`src/rtl/uart_rx.sv`:
```
// UART receiver: oversampled start/data/stop framing with a 2-flop input synchronizer.
// data_out updates only on a good stop bit; a bad stop bit raises frame_err instead.
module uart_rx #(
    parameter int N           = 8,
    parameter int COUNT_TICKS = 16
) (
    input  logic         clk,
    input  logic         reset,
    input  logic         rx,
    input  logic         tick,
    output logic [N-1:0] data_out,
    output logic         rx_done,
    output logic         frame_err
);

    localparam int BW = (COUNT_TICKS > 1) ? $clog2(COUNT_TICKS) : 1;
    localparam int NW = (N > 1) ? $clog2(N) : 1;
    localparam logic [BW-1:0] BAUD_LAST = BW'(COUNT_TICKS - 1);
    localparam logic [BW-1:0] BAUD_HALF = BW'(COUNT_TICKS / 2 - 1);
    localparam logic [NW-1:0] BIT_LAST  = NW'(N - 1);

    typedef enum logic [1:0] {IDLE, START, DATA, STOP} state_t;

    state_t         state_q, state_d;
    logic [BW-1:0]  baud_q, baud_d;
    logic [NW-1:0]  bit_q, bit_d;
    logic [N-1:0]   shift_q, shift_d;
    logic [N-1:0]   data_q, data_d;
    logic           done_q, done_d;
    logic           err_q, err_d;
    logic           rx_meta_q, rx_s_q;
    logic           stop_sample;

    always_ff @(posedge clk or posedge reset) begin
        if (reset) begin
            state_q   <= IDLE;
            baud_q    <= '0;
            bit_q     <= '0;
            shift_q   <= '0;
            data_q    <= '0;
            done_q    <= 1'b0;
            err_q     <= 1'b0;
            rx_meta_q <= 1'b1;
            rx_s_q    <= 1'b1;
        end else begin
            state_q   <= state_d;
            baud_q    <= baud_d;
            bit_q     <= bit_d;
            shift_q   <= shift_d;
            data_q    <= data_d;
            done_q    <= done_d;
            err_q     <= err_d;
            rx_meta_q <= rx;
            rx_s_q    <= rx_meta_q;
        end
    end

    always_comb begin
        state_d = state_q;
        baud_d  = baud_q;
        bit_d   = bit_q;
        shift_d = shift_q;
        unique case (state_q)
            IDLE: begin
                if (!rx_s_q) begin
                    state_d = START;
                    baud_d  = '0;
                end
            end
            START: begin
                if (tick) begin
                    if (baud_q == BAUD_HALF) begin
                        // Mid start bit: a line back high here was only a glitch.
                        state_d = rx_s_q ? IDLE : DATA;
                        baud_d  = '0;
                        bit_d   = '0;
                    end else begin
                        baud_d = baud_q + 1'b1;
                    end
                end
            end
            DATA: begin
                if (tick) begin
                    if (baud_q == BAUD_LAST) begin
                        baud_d  = '0;
                        shift_d = {rx_s_q, shift_q[N-1:1]};
                        if (bit_q == BIT_LAST) begin
                            state_d = STOP;
                        end else begin
                            bit_d = bit_q + 1'b1;
                        end
                    end else begin
                        baud_d = baud_q + 1'b1;
                    end
                end
            end
            STOP: begin
                if (tick) begin
                    if (baud_q == BAUD_LAST) begin
                        state_d = IDLE;
                    end else begin
                        baud_d = baud_q + 1'b1;
                    end
                end
            end
            default: state_d = IDLE;
        endcase
    end

    always_comb begin
        stop_sample = (state_q == STOP) && tick && (baud_q == BAUD_LAST);
        done_d      = stop_sample && rx_s_q;
        err_d       = stop_sample && !rx_s_q;
        data_d      = done_d ? shift_q : data_q;
    end

    assign data_out  = data_q;
    assign rx_done   = done_q;
    assign frame_err = err_q;

endmodule
```
`config.mk`:
```
export PLATFORM = sky130hd
export DESIGN_NAME = uart_rx
export DESIGN_NICKNAME = d
export VERILOG_FILES = /design/src/rtl/uart_rx.sv
export SDC_FILE = /design/constraint.sdc
export NUM_CORES = 1
export LEC_CHECK = 0
export BUFFER_PORTS_ARGS = -buffer_cell sky130_fd_sc_hd__buf_2
export CAP_MARGIN = 20
export CORE_MARGIN = 2
export CORE_UTILIZATION = 29
export DETAILED_ROUTE_END_ITERATION = 16
export PLACE_DENSITY_LB_ADDON = 0.15
export SLEW_MARGIN = 20
export SYNTH_ARGS = -nofsm -noshare
export SYNTH_HDL_FRONTEND = slang
export SYNTH_SLANG_ARGS = --single-unit
```
`constraint.sdc`:
```
create_clock -name clk -period 1.8 [get_ports clk]
set_input_delay 0.18 -clock clk [delete_from_list [all_inputs] [get_ports clk]]
set_output_delay 0.18 -clock clk [all_outputs]
set_load 0.01 [all_outputs]
```
==> out/results.txt, run 1 <==
outcome: finished clean
Tcrit/Tclk final: 93.1%
antenna violations before repair: 0
required time of the worst setup path: 1.96 ns
Max Slew Vio Count: 0
Total GRT Usage: 9.80%
clock root cell: clkbuf_8
Post-synth EDFFs: 0
Worst Hold Class: in2reg
Final Hold Fails: 0
Clock transition at path regs: 0.06 ns
cell breakdown of the critical path: ha_1, and3_4, nor3b_4, buf_12, mux2_2
Final WS setup: 0.125 ns
Setup CP Type: reg2reg
worst reg2reg path startpoint: baud_q[0]$_DFFE_PP0P_
CTS tree: built
sequential element share of the synthesized area: 56.7%
drt via density: 4.77
Critical R2R Capture: shift_q[5]$_DFFE_PP0P_
max-cap violations: 0
Die Y: 70.6 um
initial core utilization: 29.7%
Syn. warnings: 0
CP max FO: 8
DP HPWL: 1520 um
setup violators final: 0
area grow syn2layout: 21.1%
RSZ-0062 raised after global routing: false
largest net degree at the start of global routing: 30
Hold Crit Depth: 4
# DRC: 0
fin crit period: 1.67 ns
max incr delay on CP: 0.39 ns
TritonCTS Buffers: 5
Max IR drop VDD: 0.363 mV
final net count: 135
max_slew headroom: 75.7%
final WL: 2190 um
Slew @ Worst Pin: 0.361 ns
Syn Area/Cell: 12.6 um^2
min-delay src: tick
FF+latch count, synth: 29
clock skew: 0.00450 ns
DR WL/cell: 12.1 um
Hold EP: frame_err$_DFF_PP0_
clk buf depth: 2
layout cell share with drive strength beyond 1: 39.5%
I/O pins: 14
Die ar.: 4980 um^2
setup bufs post-CTS: 0
Gate Count Post-Synth: 102
Most used DFF post-synth: dfrtp_1
syn nets: 109
clk_lat worst skew: 0.28 ns
# H-tree levels: 2
Worst Setup End Kind: flip-flop
ANT nets after route: 0
r2r setup slk: 0.13 ns
CTS Hold Bufs: 2
# fillers: 430
Leak: 0.000792 uW
Rows: 24
FF-to-FF path depth: 5
DRT Pass-1 Iters: 4
DIE WIDTH: 70.6 um
Post-Syn Area: 1280 um^2
ant diodes: 0
f_max: 597 MHz
CP max stage cell: dfrtp_1
Placement Setup Slack: 0.129 ns
clock sinks: 29
Final Wtd Congestion: 0.760
vias: 864
Startpoint Class: flip-flop
P per Cell Area: 1100 nW/um^2
total power: 1720 uW
port bufs: 13
post_cts resized: 0
Setup TNS Final: 0 ns
Netlist cell types: 29
DR iter-0 viols: 5
vias in the first global route: 818
CP arrival: 1.84 ns
global-route wire length before repair: 3740 um
Post-synth ARST share: 100%
Congestion Overflow GR: 0
core region area: 4320 um^2
==> where the power goes <==
part           switching [uW]  internal [uW]  leakage (uW)
Clock                     243            267     0.0000450
Combinational             201            169      0.000362
Sequential                112            725      0.000386
Total                     556           1160      0.000792
==> layout by cell type, fill, tap and decap left out, types with 3 or more instances in the layout <==
cell      netlist  final
clkbuf_8        0      5
nor2_1          5      5
buf_4           1      6
mux2_2         19     19
nand2_1         7      7
buf_2           0     13
inv_1           6      6
ha_1            3      3
a21oi_1         5      5
nor3_1          3      3
o21ai_0         3      3
dfrtp_1        27     27
==> metrics by stage <==
stage / cells / util (%) / cell area [um^2] / hold slack, ns
finish: 181 / 36.0 / 1560 / 0.340
global route: 181 / 36.0 / 1560 / 0.350
CTS: 181 / 36.0 / 1560 / 0.329
detailed placement: 171 / 33.6 / 1450 / 0.275
global placement: 171 / 33.6 / 1450 / 0.274
floorplan: 102 / - / 1280 / 0.184
==> registers in the layout, summed over array words and instances (netlist names), named ones only <==
| signal | cells |
|---|---|
| baud_q | 4 |
| rx_meta_q | 1 |
| bit_q | 3 |
| frame_err | 1 |
| shift_q | 8 |
| rx_s_q | 1 |
| data_out | 8 |
| rx_done | 1 |
| state_q | 1 |
==> cell type report <==
class	instances	area (um^2)	area share [%]
Clock buffer	6	72.6	4.66
Clock inverter	2	10.0	0.643
Inverter	6	22.5	1.45
Multi-Input combinational cell	64	508	32.6
Sequential cell	29	728	46.8
Tap cell	52	65.1	4.18
Timing Repair Buffer	22	150	9.65
==> cells in the mapped netlist, types with 2 or more instances <==
master,number,area (um^2)
nor2_1,5,18.8
ha_1,3,37.5
nor3_1,3,15.0
nor3b_1,2,15.0
mux2_2,19,214
dfstp_2,2,52.6
inv_1,6,22.5
a21oi_1,5,25.0
nand4_1,2,12.5
o21ai_0,3,15.0
a31oi_1,2,12.5
nand2_1,7,26.3
dfrtp_1,27,676
==> how the worst max path moves through the flow <==
stage,start,endpoint,cells after the start
after floorplan,baud_q[0]$_DFFE_PP0P_,shift_q[0]$_DFFE_PP0P_,4
after global placement,state_q[0]$_DFFE_PP0P_,state_q[0]$_DFFE_PP0P_,5
after detailed placement,baud_q[1]$_DFFE_PP0P_,shift_q[0]$_DFFE_PP0P_,5
after CTS,baud_q[1]$_DFFE_PP0P_,shift_q[5]$_DFFE_PP0P_,5
after global routing,state_q[0]$_DFFE_PP0P_,state_q[0]$_DFFE_PP0P_,5
final,baud_q[0]$_DFFE_PP0P_,shift_q[5]$_DFFE_PP0P_,5
==> per-layer routing <==
layer,global-route usage (%),part of all wire [%],vias up
li1,-,-,418
met1,12.0,47,426
met2,15.1,46,14
met3,3.85,4.8,6
met4,5.03,2.2,0
met5,0,0,-
==> logic make-up (layout without fill, tap and decap cells) <==
logic type,count (synthesis),count (layout),share of synthesized area (%)
buffers and inverters,9,36,3.80
and+or+nand+nor,25,25,11.0
adders and majority gates,3,3,2.92
DFF,29,29,56.7
muxes,19,19,16.7
AOI/OAI and AO/OA,17,17,8.96
==> worst max-delay path, delay by kind of cell (launching register included) <==
kind	cells	cell delay, ns
flops	1	0.39
simple gates	2	0.45
buf+inv	1	0.15
fa+ha+maj	1	0.25
mux	1	0.33
Note: power is estimated with default switching activity, not from simulation.
==> run 2, diff against run 1 <==
Settings changed: ABC_AREA set to 1.
==> out/results.txt, run 2 <==
Util after Layout: 36.4% (was 36.0%)
clock root cell: clkbuf_8 (unchanged)
post-synth top area cell: dfrtp_1 (unchanged)
clock skew: 0.00629 ns (was 0.00450 ns)
CP arrival: 1.73 ns (was 1.84 ns)
most common cell after layout, fill and taps aside: nand2_1 (was dfrtp_1)
largest net degree at the start of global routing: 30 (unchanged)
FF+latch count, synth: 29 (unchanged)
I/O pins: 14 (unchanged)
count leader, synth: nand2_1 (was dfrtp_1)
drt via density: 4.34 (was 4.77)
CTS tree: built (unchanged)
total power: 1950 uW (was 1720 uW)
layout cell share with drive strength beyond 1: 26.5% (was 39.5%)
Setup CP Type: reg2reg (unchanged)
Max IR drop VDD: 0.478 mV (was 0.363 mV)
CP max FO: 17 (was 8)
sequential element share of the synthesized area: 54.7% (was 56.7%)
Setup TNS Final: 0 ns (unchanged)
Tcrit/Tclk final: 86.9% (was 93.1%)
# fillers: 458 (was 430)
final WL: 2390 um (was 2190 um)
TritonCTS Buffers: 5 (unchanged)
# DRC: 0 (unchanged)
Slew @ Worst Pin: 0.400 ns (was 0.361 ns)
top cell type's share of synthesized area: 50.8% (was 52.6%)
Final Wtd Congestion: 0.844 (was 0.760)
Post-synth ARST share: 100% (unchanged)
DIE WIDTH: 71.8 um (was 70.6 um)
Placement Setup Slack: 0.222 ns (was 0.129 ns)
vias in the first global route: 1001 (was 818)
Synth top cells by count: nand2_1 (43), dfrtp_1 (27), inv_1 (20) (was dfrtp_1 (27), mux2_2 (19), nand2_1 (7), inv_1 (6))
Final Hold Fails: 0 (unchanged)
Design Area, Final: 1590 um^2 (was 1560 um^2)
DRT Pass-1 Iters: 5 (was 4)
initial core utilization: 30.4% (was 29.7%)
Most used DFF post-synth: dfrtp_1 (unchanged)
Max Slew Vio Count: 0 (unchanged)
port bufs: 13 (unchanged)
Congestion Overflow GR: 0 (unchanged)
core region area: 4380 um^2 (was 4320 um^2)
Startpoint Class: flip-flop (unchanged)
Die Y: 71.8 um (was 70.6 um)
DR WL/cell: 10.8 um (was 12.1 um)
Total GRT Usage: 11.1% (was 9.80%)
Syn. warnings: 0 (unchanged)
antenna violations before repair: 0 (unchanged)
syn nets: 154 (was 109)
post_cts resized: 0 (unchanged)
max_slew headroom: 73.2% (was 75.7%)
Post-Syn Area: 1330 um^2 (was 1280 um^2)
P per Cell Area: 1220 nW/um^2 (was 1100 nW/um^2)
vias: 963 (was 864)
DP HPWL: 1650 um (was 1520 um)
global-route wire length before repair: 4350 um (was 3740 um)
required time of the worst setup path: 1.96 ns (about the same)
f_max: 639 MHz (was 597 MHz)
clock sinks: 29 (unchanged)
clk_lat worst skew: 0.28 ns (about the same)
DR iter-0 viols: 46 (was 5)
ant diodes: 0 (unchanged)
Leak: 0.000837 uW (was 0.000792 uW)
ANT nets after route: 0 (unchanged)
Rows: 24 (unchanged)
Worst Setup End Kind: flip-flop (unchanged)
Final WS setup: 0.235 ns (was 0.125 ns)
outcome: finished clean (unchanged)
most frequent cells in the layout: nand2_1 (43), dfrtp_1 (27), inv_1 (20) (was dfrtp_1 (27), mux2_2 (19), buf_2 (13))
RSZ-0062 raised after global routing: false (unchanged)
max-cap violations: 0 (unchanged)
# H-tree levels: 2 (unchanged)
setup violators final: 0 (unchanged)
Clock transition at path regs: 0.07 ns (was 0.06 ns)
Post-DP Area: 1460 um^2 (was 1450 um^2)
Worst Hold Class: in2reg (unchanged)
fin crit period: 1.56 ns (was 1.67 ns)
Syn Area/Cell: 9.06 um^2 (was 12.6 um^2)
Gate Count Post-Synth: 147 (was 102)
Area contributors post-synth: dfrtp_1 (51%), nand2_1 (12%), o21ai_2 (5.9%), inv_1 (5.6%), dfstp_2 (3.9%) (was dfrtp_1 (53%), mux2_2 (17%), dfstp_2 (4.1%), ha_1 (2.9%), nand2_1 (2.0%))
Die ar.: 5150 um^2 (was 4980 um^2)
final net count: 176 (was 135)
Netlist cell types: 21 (was 29)
area grow syn2layout: 19.7% (was 21.1%)
clk buf depth: 2 (unchanged)
Post-synth EDFFs: 0 (unchanged)
==> run 2: cell types whose count changed in the layout (fill, tap and decap cells not counted), sizes merged, moves of 3 or more <==
| cell | previous run | this run |
|---|---|---|
| nor2 | 5 | 9 |
| a21oi | 5 | 1 |
| mux2 | 19 | 0 |
| buf | 20 | 15 |
| inv | 6 | 23 |
| nand2 | 7 | 47 |
| o21ai | 3 | 18 |
| nor3b | 3 | 0 |
| nand3 | 1 | 10 |
==> run 2: timing repair <==
item / CTS / global route
setup buffers: 0 / 0
endpoints found under the hold margin: 28 / 0
hold buffers: 2 / 0
==> run 2: through the flow <==
| step | hold WS (ns) | instances |
|---|---|---|
| floorplan | 0.184 | 147 |
| global placement | 0.270 | 212 |
| detailed placement | 0.274 | 212 |
| CTS | 0.267 | 222 |
| global route | 0.271 | 222 |
| finish | 0.279 | 222 |
==> run 2: path summary, 6_finish.rpt <==
kind | start | to | slack (ns) | cells after the start
max in group asynchronous | reset | rx_s_q$_DFF_PP1_ | 0.96 | 4
hold / removal | tick | bit_q[2]$_DFFE_PP0P_ | 0.28 | 5
setup / recovery | baud_q[0]$_DFFE_PP0P_ | data_out[2]$_DFFE_PP0P_ | 0.24 | 8
min in group asynchronous | reset | shift_q[1]$_DFFE_PP0P_ | 0.52 | 4
setup reg to reg | baud_q[0]$_DFFE_PP0P_ | data_out[2]$_DFFE_PP0P_ | 0.24 | 8
hold reg to reg | rx_meta_q$_DFF_PP1_ | rx_s_q$_DFF_PP1_ | 0.36 | 0
==> run 2: final cells by class <==
cell class                      instances  area [um^2]  share of cell area (%)
Clock inverter                          1         30.0                    1.88
Clock buffer                            7         86.3                    5.42
Tap cell                               52         65.1                    4.08
Timing Repair Buffer                   17          100                    6.28
Multi-Input combinational cell         93          498                    31.2
Inverter                               23         86.3                    5.42
Sequential cell                        29          728                    45.7
==> run 2: kinds of logic (layout without fill, tap and decap cells) <==
logic type / Yosys count / in the layout / share of synthesized area, %
flip-flops: 29 / 29 / 54.7
adder cells (fa/ha/maj): 3 / 3 / 2.82
AND/OR/NAND/NOR: 70 / 70 / 24.2
AO/OA/AOI/OAI: 19 / 19 / 9.68
XOR/XNOR: 1 / 1 / 0.658
buffers and inverters: 25 / 48 / 7.89
==> run 2: metal layers <==
layer / track usage, % / vias to the layer above / wire length (um)
li1: - / 504 / -
met1: 13.4 / 436 / 1150
met2: 16.9 / 18 / 1100
met3: 5.20 / 5 / 100
met4: 5.24 / 0 / 31
met5: 0 / - / 0
==> run 2: worst max-delay path: stages (launching register included) <==
cell,delay [ns]
dfrtp_1,0.39
ha_1,0.23
nand2_1,0.07
inv_1,0.08
nand3_2,0.11
nor2_2,0.10
nand2_2,0.24
nand2_1,0.16
o21ai_2,0.06
==> run 2: report_power, final <==
part / switching (uW) / internal (uW) / total [uW]
clock: 245 / 451 / 696
combinational: 290 / 143 / 433
sequential: 92.3 / 730 / 822
total: 627 / 1320 / 1950
